File: config.mk
export PLATFORM = sky130hd
export DESIGN_NAME = mioc_dram_sequencer
export DESIGN_NICKNAME = d
export VERILOG_FILES = /design/src/rtl/mioc_dram_sequencer.sv
export SDC_FILE = /design/constraint.sdc
export NUM_CORES = 1
export LEC_CHECK = 0
export ABC_CLOCK_PERIOD_IN_PS = 2750
export BUFFER_PORTS_ARGS = -buffer_cell sky130_fd_sc_hd__buf_4
export CAP_MARGIN = 25
export CELL_PAD_IN_SITES_DETAIL_PLACEMENT = 1
export CELL_PAD_IN_SITES_GLOBAL_PLACEMENT = 2
export CORE_MARGIN = 2
export CORE_UTILIZATION = 38
export CTS_BUF_LIST = sky130_fd_sc_hd__clkbuf_8 sky130_fd_sc_hd__clkbuf_16
export DETAILED_ROUTE_END_ITERATION = 10
export HOLD_SLACK_MARGIN = 0.06
export PLACE_DENSITY_LB_ADDON = 0.1
export SLEW_MARGIN = 30
export SYNTH_ARGS = -nofsm -noshare
export SYNTH_HDL_FRONTEND = slang
export SYNTH_SLANG_ARGS = --single-unit
File: constraint.sdc
create_clock -name B_PHI -period 2.75 [get_ports B_PHI]
set_input_delay 0.55 -clock B_PHI [delete_from_list [all_inputs] [get_ports B_PHI]]
set_output_delay 0.55 -clock B_PHI [all_outputs]
set_load 0.02 [all_outputs]
File: src/rtl/mioc_dram_sequencer.sv
// MIOC DRAM timing sequencer and Z80/6801 bus arbiter.
// Drives RAS_N/MUX/CASx_N for Z80 access, refresh and DMA cycles.
module mioc_dram_sequencer #(
   parameter int unsigned RAS_TO_MUX = 1,
   parameter int unsigned MUX_TO_CAS = 1,
   parameter int unsigned CAS_WIDTH  = 2,
   parameter int unsigned PRECHARGE  = 2
) (
   input  logic B_PHI,
   input  logic RST,
   input  logic BMREQ_N,
   input  logic BRFSH_N,
   input  logic BRD_N,
   input  logic N_BWR,
   input  logic BA15,
   input  logic DMA_N,
   input  logic DMA_STB,
   input  logic DMA_BANK,
   input  logic BUSAK_N,
   output logic BUSRQ_N,
   output logic DMA_GNT,
   output logic RAS_N,
   output logic MUX,
   output logic CAS1_N,
   output logic CAS2_N,
   output logic DONE
);

   typedef enum logic [2:0] {
      D_IDLE, D_RAS, D_MUXS, D_CAS, D_PRE
   } dram_e;

   typedef enum logic [1:0] {
      B_Z80, B_REQ, B_DMA, B_REL
   } bus_e;

   // Phase counters hold "cycles left minus one"; refresh spans three phases.
   localparam logic [5:0] L_R2M = 6'(RAS_TO_MUX - 1);
   localparam logic [5:0] L_M2C = 6'(MUX_TO_CAS - 1);
   localparam logic [5:0] L_CW  = 6'(CAS_WIDTH - 1);
   localparam logic [5:0] L_PRE = 6'(PRECHARGE - 1);
   localparam logic [5:0] L_RF  =
      6'(RAS_TO_MUX + MUX_TO_CAS + CAS_WIDTH - 1);

   dram_e      state_q, state_d;
   bus_e       bus_q, bus_d;
   logic [5:0] cnt_q, cnt_d;
   logic       bank_q, bank_d;
   logic       rfsh_q, rfsh_d;
   logic       armed_q, armed_d;

   logic       ras_n_q, ras_n_d;
   logic       mux_q, mux_d;
   logic       cas1_n_q, cas1_n_d;
   logic       cas2_n_q, cas2_n_d;
   logic       done_q, done_d;
   logic       busrq_n_q, busrq_n_d;
   logic       dma_gnt_q, dma_gnt_d;

   logic       idle;
   logic       z80_go;
   logic       z80_rf;
   logic       z80_acc;
   logic       dma_acc;

   assign idle    = (state_q == D_IDLE);
   assign z80_go  = idle && (bus_q == B_Z80) && armed_q && !BMREQ_N;
   assign z80_rf  = z80_go && !BRFSH_N;
   assign z80_acc = z80_go && BRFSH_N && (!BRD_N || !N_BWR);
   assign dma_acc = idle && (bus_q == B_DMA) && DMA_STB;

   // DRAM cycle FSM: launch decode, phase sequencing and re-arm tracking.
   always_comb begin
      state_d = state_q;
      cnt_d   = cnt_q;
      bank_d  = bank_q;
      rfsh_d  = rfsh_q;
      armed_d = armed_q;
      if (BMREQ_N) armed_d = 1'b1;
      unique case (state_q)
         D_IDLE: begin
            unique case (1'b1)
               z80_rf: begin
                  state_d = D_RAS;
                  cnt_d   = L_RF;
                  rfsh_d  = 1'b1;
                  armed_d = 1'b0;
               end
               z80_acc: begin
                  state_d = D_RAS;
                  cnt_d   = L_R2M;
                  rfsh_d  = 1'b0;
                  bank_d  = BA15;
                  armed_d = 1'b0;
               end
               dma_acc: begin
                  state_d = D_RAS;
                  cnt_d   = L_R2M;
                  rfsh_d  = 1'b0;
                  bank_d  = DMA_BANK;
               end
               default: ;
            endcase
         end
         D_RAS: begin
            if (cnt_q == 6'd0) begin
               state_d = rfsh_q ? D_PRE : D_MUXS;
               cnt_d   = rfsh_q ? L_PRE : L_M2C;
            end else begin
               cnt_d = cnt_q - 6'd1;
            end
         end
         D_MUXS: begin
            if (cnt_q == 6'd0) begin
               state_d = D_CAS;
               cnt_d   = L_CW;
            end else begin
               cnt_d = cnt_q - 6'd1;
            end
         end
         D_CAS: begin
            if (cnt_q == 6'd0) begin
               state_d = D_PRE;
               cnt_d   = L_PRE;
            end else begin
               cnt_d = cnt_q - 6'd1;
            end
         end
         D_PRE: begin
            if (cnt_q == 6'd0) state_d = D_IDLE;
            else cnt_d = cnt_q - 6'd1;
         end
         default: state_d = D_IDLE;
      endcase
   end

   // Bus ownership FSM: BUSRQ_N/BUSAK_N handshake around DMA sessions.
   always_comb begin
      bus_d = bus_q;
      unique case (bus_q)
         B_Z80: if (!DMA_N) bus_d = B_REQ;
         B_REQ: begin
            if (DMA_N) bus_d = B_REL;
            else if (!BUSAK_N && idle) bus_d = B_DMA;
         end
         B_DMA: if (DMA_N && idle) bus_d = B_REL;
         B_REL: if (BUSAK_N) bus_d = B_Z80;
         default: bus_d = B_Z80;
      endcase
   end

   // Pin values decoded from the current states, registered next edge.
   always_comb begin
      ras_n_d   = !(state_q == D_RAS || state_q == D_MUXS ||
                    state_q == D_CAS);
      mux_d     = !rfsh_q && (state_q == D_MUXS || state_q == D_CAS);
      cas1_n_d  = !(state_q == D_CAS && !bank_q);
      cas2_n_d  = !(state_q == D_CAS && bank_q);
      done_d    = (state_q == D_PRE) && (cnt_q == L_PRE) && !rfsh_q;
      busrq_n_d = !(bus_q == B_REQ || bus_q == B_DMA);
      dma_gnt_d = (bus_q == B_DMA);
   end

   // State registers.
   always_ff @(posedge B_PHI or posedge RST) begin
      if (RST) begin
         state_q <= D_IDLE;
         bus_q   <= B_Z80;
         cnt_q   <= 6'd0;
         bank_q  <= 1'b0;
         rfsh_q  <= 1'b0;
         armed_q <= 1'b0;
      end else begin
         state_q <= state_d;
         bus_q   <= bus_d;
         cnt_q   <= cnt_d;
         bank_q  <= bank_d;
         rfsh_q  <= rfsh_d;
         armed_q <= armed_d;
      end
   end

   // Output registers.
   always_ff @(posedge B_PHI or posedge RST) begin
      if (RST) begin
         ras_n_q   <= 1'b1;
         mux_q     <= 1'b0;
         cas1_n_q  <= 1'b1;
         cas2_n_q  <= 1'b1;
         done_q    <= 1'b0;
         busrq_n_q <= 1'b1;
         dma_gnt_q <= 1'b0;
      end else begin
         ras_n_q   <= ras_n_d;
         mux_q     <= mux_d;
         cas1_n_q  <= cas1_n_d;
         cas2_n_q  <= cas2_n_d;
         done_q    <= done_d;
         busrq_n_q <= busrq_n_d;
         dma_gnt_q <= dma_gnt_d;
      end
   end

   assign RAS_N   = ras_n_q;
   assign MUX     = mux_q;
   assign CAS1_N  = cas1_n_q;
   assign CAS2_N  = cas2_n_q;
   assign DONE    = done_q;
   assign BUSRQ_N = busrq_n_q;
   assign DMA_GNT = dma_gnt_q;

endmodule

==> results.cfg, run 1 <==
[worst_setup_path]
worstPathCellList = inv_1 -> o31ai_4 -> or2_1 -> mux2_2
critical_path_peak_fanout = 18
critical_path.max_stage_delay_ps = 780
setup.worst_path.end_class = flip-flop
critical_path.startpoint_type = flip-flop
criticalPathCategory = reg -> reg
timing.critical_path.required_ps = 2910
critical_path.top_delay_family = flip-flops
path_buf_inv = 1
crit-reg2reg-capture = cnt_q[1]$_DFFE_PP0P_
reg2reg_from = state_q[2]$_DFFE_PP0P_
r2r_setup_slack_ps = 720
cp_data_arrival_time_ps = 2190
ff2ff_path_depth = 4
crit_slowest_cell = sky130_fd_sc_hd__dfrtp_1

[route]
drt-total-wl_um = 3442
dr.pass1.iters = 4
route.detailed.wl_per_inst_um = 17.21
via_cell_ratio = 5.770
route.antenna.remaining_nets = 0
drt_first_iter_violations = 60
via_count = 1154
detail_route.drc_violations = 0

[grt]
antenna_found_initial = 0
grt_overflow_total = 0
first_global_vias = 1176
globalRouteTotalUtil = 0.1858
grt_max_degree = 22
grt_pass1_wl_um = 5885

[power]
leakagePower_uw = 0.0006948
clockPowerShare = 0.240
worst_ir_drop_vdd_mv = 0.2058
power.switching_uw = 302.3
power.combinational.fraction = 0.332
power_density_nw_per_um2 = 552.4
p_seq_frac = 0.428
power_switching_share = 0.3508
internal_power_uw = 559.5

[finish]
layout.cells.most_common_list = 18 x sky130_fd_sc_hd__buf_4, 17 x sky130_fd_sc_hd__dfrtp_1, 12 x sky130_fd_sc_hd__nor2_1
filler_cell_count = 384
mostFrequentLayoutCell = sky130_fd_sc_hd__buf_4
final_nets = 173
layout-drive-gt1-share = 0.2338
area.growth.synth_to_final_pct = 14.51
antenna_cells_inserted = 0

[floorplan]
fp.coreArea_sq_um = 3390
initial_utilization = 0.4020
dieArea_sq_um = 4081
die_height_um = 63.88
num_rows = 21
floorplan.io_pins = 18
die_w_um = 63.88

[yosys]
synthesis.yosys.warnings = 0
fraction_of_the_yosys_area_taken_by_sequential_cells = 0.3893
postSynthAreaPerCell_sq_um = 9.874
async_flop_share = 1.000
syn_inst = 138
synth_edf_count = 0
synth_flop_cell = sky130_fd_sc_hd__dfrtp_1
number_of_distinct_library_cells_after_synthesis = 49
mappedNetlistArea_sq_um = 1363
postSynthNetCount = 156
synth.ff_latch_count = 21

[clock_network]
clock_latency_at_the_later_pin_of_the_worst_skew_pair_ps = 270
cts.sinks = 21
cts.root.buffer_cell = sky130_fd_sc_hd__clkbuf_8
holdBufCountCts = 0
cts.htree.levels = 1
numCtsBuffers = 3
cts_setup_buffers = 0
max-clock-path-buffers = 2
cts.repair.resized = 0
clock_tree_from_tritoncts = built
worst_setup_hold_path_clk_slew_ps = 80

[timing]
pnr_worst_setup_slack_ps = 718.5
final.setup_skew_ps = 4.254
slew_violations = 0
slew-limit-headroom = 0.4558
timing.final.setup_violations = 0
hold_viol_final = 0
worst-slew-pin-transition_ps = 815.4
fmax_ghz = 0.4922
timing.final.crit_share = 0.7387
final_period_minus_worst_setup_slack_ps = 2031
tns_ps = 0
grt_setup_unrepaired = false

[place]
portBuffers = 17
placement.setup.worst_slack_ps = 745.3
hpwlAfterDp_um = 2605
gp_congestion = 0.7941

[hold_path]
timing.hold.worst.class = in -> async

[job]
drv.max_cap_violation_count = 0

[run_status]
run_status = finished clean
## metrics by stage
step	total power, uW	instances	hold slack [ps]	utilization	cell area [sq um]
6_report	861.9	200	439.6	0.4603	1560
5_1_grt	915.6	200	503.9	0.4603	1560
4_1_cts	875.0	200	478.1	0.4603	1560
3_5_place_dp	661.4	196	516.6	0.4470	1515
3_3_place_gp	640.7	196	538.1	0.4470	1515
2_1_floorplan	561.1	138	442.8	-	1363
## cells by family (layout without fill, tap and decap cells)
group           after synthesis  after routing  synth area share
compound gates               41             41            0.2590
simple gates                 48             48            0.1883
mux                           6              6           0.04500
fa+ha+maj                     7              7           0.06428
flops                        21             21            0.3893
buf+inv                      15             31           0.05418
## synthesized netlist by cell type, drive strengths merged (3+ instances only)
master / n / area, sq um
a21oi: 5 / 25.02
nand2: 7 / 26.28
dfstp: 4 / 105.1
a2bb2oi: 3 / 26.28
dfrtp: 17 / 425.4
mux2i: 5 / 50.05
o31ai: 3 / 36.28
buf: 4 / 32.53
and3: 3 / 18.77
inv: 9 / 33.78
nor2: 12 / 45.04
nor3: 6 / 35.03
o21ai: 9 / 56.31
nand4: 3 / 18.77
ha: 7 / 87.58
nand3: 5 / 25.02
## sequential cells by signal, indices dropped and copies added, names as in the netlist
signal,cells
bank_q,1
DONE,1
rfsh_q,1
RAS_N,1
BUSRQ_N,1
cnt_q,6
MUX,1
bus_q,2
armed_q,1
CAS2_N,1
CAS1_N,1
state_q,3
DMA_GNT,1
## per-layer routing
metal / vias to the layer above / global-route usage / wire (um)
met5: - / 0 / 0
met4: 0 / 0.06522 / 52
met3: 5 / 0.02113 / 84
met2: 16 / 0.3008 / 1649
met1: 582 / 0.2564 / 1656
li1: 551 / - / -
## area by class of cell
| type | instances | area (sq um) | area share |
|---|---|---|---|
| repair buffers | 18 | 135.1 | 0.08661 |
| inverters | 9 | 33.78 | 0.02165 |
| flip-flops and latches | 21 | 530.5 | 0.3400 |
| clock inverters | 1 | 3.754 | 0.002406 |
| well taps | 46 | 57.56 | 0.03689 |
| clock buffers | 3 | 41.29 | 0.02646 |
| multi-input cells | 102 | 758.2 | 0.4860 |
## power groups by stage
stage,registers (uW),clock network (uW),logic (uW)
after floorplan,389,0,172
after global placement,372,0,268
after CTS,370,217,289
final,369,207,286
after detailed placement,376,0,286
after global routing,373,229,314
## worst max-delay path by stage
stage / cells past startpoint / slack [ps] / endpoint / startpoint
6_report: 4 / 720 / cnt_q[1]$_DFFE_PP0P_ / state_q[2]$_DFFE_PP0P_
5_1_grt: 4 / 570 / cnt_q[1]$_DFFE_PP0P_ / state_q[2]$_DFFE_PP0P_
4_1_cts: 4 / 730 / cnt_q[1]$_DFFE_PP0P_ / state_q[2]$_DFFE_PP0P_
3_5_place_dp: 4 / 750 / cnt_q[1]$_DFFE_PP0P_ / state_q[2]$_DFFE_PP0P_
3_3_place_gp: 6 / 770 / cnt_q[0]$_DFFE_PP0P_ / bus_q[0]$_DFFE_PP0P_
2_1_floorplan: 6 / 940 / cnt_q[0]$_DFFE_PP0P_ / bus_q[0]$_DFFE_PP0P_
Power figures use the tool's default switching activity.
==> inputs of run 2 (changes only) <==
Settings changed: ABC_CLOCK_PERIOD_IN_PS 2750 to 1700, CORE_UTILIZATION 38 to 32.
Clock period 2.75 ns to 1.7 ns, I/O delays scaled along.
==> results.cfg, run 2 (synthesis results as in run 1) <==
[run_status]
run_status = finished with violations
violations = setup timing

[power]
worst_ir_drop_vdd_mv = 0.4377
power_density_nw_per_um2 = 859.1
power.total_uw = 1745
p_seq_frac = 0.334
internal_power_uw = 1133
power.switching_uw = 611.9
clockPowerShare = 0.202
power.combinational.fraction = 0.464
power_switching_share = 0.3507
leakagePower_uw = 0.0009502

[place]
placement.setup.worst_slack_ps = -98.63
hpwlAfterDp_um = 3311
postPlaceCellArea_sq_um = 1832
gp_congestion = 0.8121
portBuffers = 17

[clock_network]
cts.root.buffer_cell = sky130_fd_sc_hd__clkbuf_8
clock_latency_at_the_later_pin_of_the_worst_skew_pair_ps = 270
numCtsBuffers = 3
clock_tree_from_tritoncts = built
cts.htree.levels = 1
holdBufCountCts = 0
cts.sinks = 21
max-clock-path-buffers = 2
worst_setup_hold_path_clk_slew_ps = 80

[timing]
worst-slew-pin-transition_ps = 313.7
tns_ps = -18.99
pnr_worst_setup_slack_ps = -18.99
hold_viol_final = 0
slew_violations = 0
final.setup_skew_ps = 1.006
timing.final.crit_share = 1.011
timing.final.setup_violations = 1
grt_setup_unrepaired = true
final_period_minus_worst_setup_slack_ps = 1719
slew-limit-headroom = 0.7891
fmax_ghz = 0.5817

[finish]
area.growth.synth_to_final_pct = 49.04
mostFrequentLayoutCell = sky130_fd_sc_hd__buf_4
largest_register = cnt_q
final_nets = 221
layout.cells.most_common_list = 66 x sky130_fd_sc_hd__buf_4, 16 x sky130_fd_sc_hd__dfrtp_1, 11 x sky130_fd_sc_hd__nor2_1
largest_register_ffs = 6
layout-drive-gt1-share = 0.5347
final_area_sq_um = 2031
filler_cell_count = 469
antenna_cells_inserted = 0
fin_util = 0.5005
biggestRegsByFlops = cnt_q x6, state_q x3, bus_q x2

[route]
detail_route.drc_violations = 0
route.detailed.wl_per_inst_um = 17.56
via_cell_ratio = 5.389
drt_first_iter_violations = 82
drt-total-wl_um = 4424
dr.pass1.iters = 4
route.antenna.remaining_nets = 0
via_count = 1358

[job]
drv.max_cap_violation_count = 0

[floorplan]
initial_utilization = 0.3358
num_rows = 23
dieArea_sq_um = 4796
floorplan.io_pins = 18
fp.coreArea_sq_um = 4058
die_height_um = 69.26
die_w_um = 69.26

[hold_path]
timing.hold.worst.class = in -> async

[worst_setup_path]
setup.worst_path.end_class = flip-flop
critical_path_peak_fanout = 4
critical_path.startpoint_type = flip-flop
criticalPathCategory = reg -> reg
timing.critical_path.required_ps = 1880
cp_data_arrival_time_ps = 1890

[grt]
grt_overflow_total = 0
first_global_vias = 1397
grt_max_degree = 22
antenna_found_initial = 0
grt_pass1_wl_um = 7024
globalRouteTotalUtil = 0.1817
run 2: power groups by stage:
stage	Combinational, uW	Sequential (uW)	Clock [uW]
global route	879	589	379
floorplan	305	634	0
finish	810	583	352
detailed placement	662	595	0
CTS	715	585	370
global placement	611	591	0
run 2: path summary, 6_finish.rpt:
| kind | slack (ps) | cells after the start | end | start |
|---|---|---|---|---|
| max | -20 | 7 | bus_q[1]$_DFFE_PP0P_ | bus_q[1]$_DFFE_PP0P_ |
| max reg2reg | -20 | 7 | bus_q[1]$_DFFE_PP0P_ | bus_q[1]$_DFFE_PP0P_ |
| min in group B_PHI | 310 | 2 | rfsh_q$_DFFE_PP0P_ | DMA_STB |
| max in group asynchronous | 1310 | 3 | BUSRQ_N$_DFF_PP1_ | RST |
| min reg2reg | 540 | 1 | CAS2_N$_DFF_PP1_ | bank_q$_DFFE_PP0P_ |
| min | 100 | 3 | cnt_q[3]$_DFFE_PP0P_ | RST |
run 2: critical path: stages (launching register included):
cell	delay, ps
sky130_fd_sc_hd__dfrtp_1	400
sky130_fd_sc_hd__buf_4	150
sky130_fd_sc_hd__ha_2	200
sky130_fd_sc_hd__buf_4	150
sky130_fd_sc_hd__mux2i_2	170
sky130_fd_sc_hd__o21ai_2	100
sky130_fd_sc_hd__nor2_2	180
sky130_fd_sc_hd__mux2i_1	270
run 2: metal layers:
metal  up-vias  GRT usage  wire (um)
met5         -          0          0
met4         0    0.03922         36
met3         4    0.01744         97
met2        22     0.3077       2233
met1       688     0.2518       2056
li1        644          -          -
run 2: per-stage QoR:
step	cells	hold WS (ps)
after detailed placement	239	405.9
after global placement	239	397.1
after floorplan	138	313.6
final	252	103.8
after global routing	252	136.7
after CTS	246	111.6
run 2: final cells by class:
cell class,count,area (sq um),share of cell area
multi-input cells,102,860.8,0.4239
flip-flops and latches,21,531.8,0.2619
repair buffers,66,495.5,0.2440
well taps,50,62.56,0.03081
clock buffers,3,41.29,0.02033
inverters,9,33.78,0.01664
clock inverters,1,5.005,0.002465
run 2: timing repair:
action | 4_1_cts | 5_1_grt
pin swaps | 5 | 15
setup endpoints to repair | 4 | 10
resized for setup | 3 | 19
buffers inserted | 3 | 6
==> inputs of run 3 (changes only) <==
Settings changed: PLACE_DENSITY_LB_ADDON 0.1 to 0.12, TNS_END_PERCENT set to 20.
==> results.cfg, run 3 (synthesis results as in run 1) <==
[timing]
final.setup_skew_ps = 1.086
slew_violations = 0
slew-limit-headroom = 0.6648
tns_ps = -40.02
timing.final.crit_share = 1.024
fmax_ghz = 0.5747
pnr_worst_setup_slack_ps = -40.02
hold_viol_final = 0
worst-slew-pin-transition_ps = 498.3
timing.final.setup_violations = 1
final_period_minus_worst_setup_slack_ps = 1740
grt_setup_unrepaired = true

[floorplan]
dieArea_sq_um = 4796
initial_utilization = 0.3358
die_height_um = 69.26
floorplan.io_pins = 18
die_w_um = 69.26
fp.coreArea_sq_um = 4058
num_rows = 23

[clock_network]
cts.sinks = 21
holdBufCountCts = 0
cts.root.buffer_cell = sky130_fd_sc_hd__clkbuf_8
clock_tree_from_tritoncts = built
numCtsBuffers = 3
worst_setup_hold_path_clk_slew_ps = 80
cts.htree.levels = 1
max-clock-path-buffers = 2
clock_latency_at_the_later_pin_of_the_worst_skew_pair_ps = 260

[worst_setup_path]
ff2ff_path_depth = 4
critical_path_peak_fanout = 6
critical_path.max_stage_delay_ps = 470
timing.critical_path.required_ps = 1900
critical_path.startpoint_type = flip-flop
crit_slowest_cell = sky130_fd_sc_hd__nor4_1
r2r_setup_slack_ps = -40
path_buf_inv = 1
worstPathCellList = or3_4 -> buf_4 -> nor4_1 -> o41a_1
reg2reg_from = cnt_q[3]$_DFFE_PP0P_
critical_path.startpoint = cnt_q[3]$_DFFE_PP0P_
criticalPathCategory = reg -> reg
cp_num_cells = 4
critical_path.top_delay_family = simple AND/OR/NAND/NOR gates
cp-endpoint = cnt_q[0]$_DFFE_PP0P_
setup.worst_path.end_class = flip-flop
crit-reg2reg-capture = cnt_q[0]$_DFFE_PP0P_
cp_data_arrival_time_ps = 1940

[grt]
grt_max_degree = 22
globalRouteTotalUtil = 0.1835
first_global_vias = 1416
grt_pass1_wl_um = 7100
antenna_found_initial = 0
grt_overflow_total = 0

[route]
drt-total-wl_um = 4101
route.detailed.wl_per_inst_um = 16.60
route.antenna.remaining_nets = 0
dr.pass1.iters = 4
via_cell_ratio = 5.223
drt_first_iter_violations = 33
via_count = 1290
detail_route.drc_violations = 0

[finish]
filler_cell_count = 475
area.growth.synth_to_final_pct = 43.43
layout-drive-gt1-share = 0.4873
biggestRegsByFlops = cnt_q x6, state_q x3, bus_q x2
mostFrequentLayoutCell = sky130_fd_sc_hd__buf_4
largest_register = cnt_q
layout.cells.most_common_list = 61 x sky130_fd_sc_hd__buf_4, 16 x sky130_fd_sc_hd__dfrtp_1, 12 x sky130_fd_sc_hd__nor2_1
final_nets = 216
antenna_cells_inserted = 0
largest_register_ffs = 6

[power]
power_density_nw_per_um2 = 837.4
leakagePower_uw = 0.0009244
worst_ir_drop_vdd_mv = 0.7010

[place]
gp_congestion = 0.7842
placement.setup.worst_slack_ps = -61.91
hpwlAfterDp_um = 3200
portBuffers = 17

[run_status]
violations = setup timing
run_status = finished with violations

[hold_path]
timing.hold.worst.class = in -> async

[job]
drv.max_cap_violation_count = 0
==> run 3: cell type report <==
cell class              count  area (sq um)  share of cell area
flip-flops and latches     21         531.8              0.2721
repair buffers             61         457.9              0.2343
inverters                   9         33.78             0.01729
multi-input cells         102         823.3              0.4213
well taps                  50         62.56             0.03201
clock buffers               3         41.29             0.02113
clock inverters             1         3.754            0.001921
==> run 3: tightest hold or removal path: stages <==
cell and delay, ps:
sky130_fd_sc_hd__buf_4 110, sky130_fd_sc_hd__inv_1 40, sky130_fd_sc_hd__buf_4 270
==> run 3: repair_timing <==
item / 4_1_cts / 5_1_grt
setup endpoints to repair: 6 / 8
setup buffers: 0 / 4
gates resized for setup: 4 / 11
gates cloned: 0 / 0
pin swaps: 1 / 8
==> run 3: report_power, final <==
part           internal (uW)  total (uW)  leakage [uW]  switching [uW]
combinational            362         724      0.000640             363
clock                    161         325     0.0000269             164
sequential               560         587      0.000257            27.1
total                   1080        1640      0.000924             554
==> run 3: worst min path at each step <==
stage	cells after the start	startpoint	slack [ps]	to
2_1_floorplan	1	RST	310	DMA_GNT$_DFF_PP0_
3_3_place_gp	3	RST	400	bank_q$_DFFE_PP0P_
3_5_place_dp	3	RST	410	bank_q$_DFFE_PP0P_
4_1_cts	3	RST	130	bank_q$_DFFE_PP0P_
5_1_grt	3	RST	130	MUX$_DFF_PP0_
6_report	3	RST	120	DMA_GNT$_DFF_PP0_
==> run 3: stage by stage <==
step           instance area (sq um)  hold WS [ps]  cells  total power, uW    util
2_1_floorplan                   1378         313.6    138            938.3       -
3_3_place_gp                    1828         397.4    239             1179  0.4505
3_5_place_dp                    1828         409.1    239             1239  0.4505
4_1_cts                         1897         125.7    243             1573  0.4675
5_1_grt                         1954         126.3    247             1758  0.4817
6_report                        1954         119.0    247             1637  0.4817
==> run 3: layer usage <==
layer,GRT usage,vias up,share of wire
li1,-,640,-
met1,0.2354,635,0.45
met2,0.3184,11,0.52
met3,0.02326,4,0.023
met4,0.06100,0,0.013
met5,0,-,0
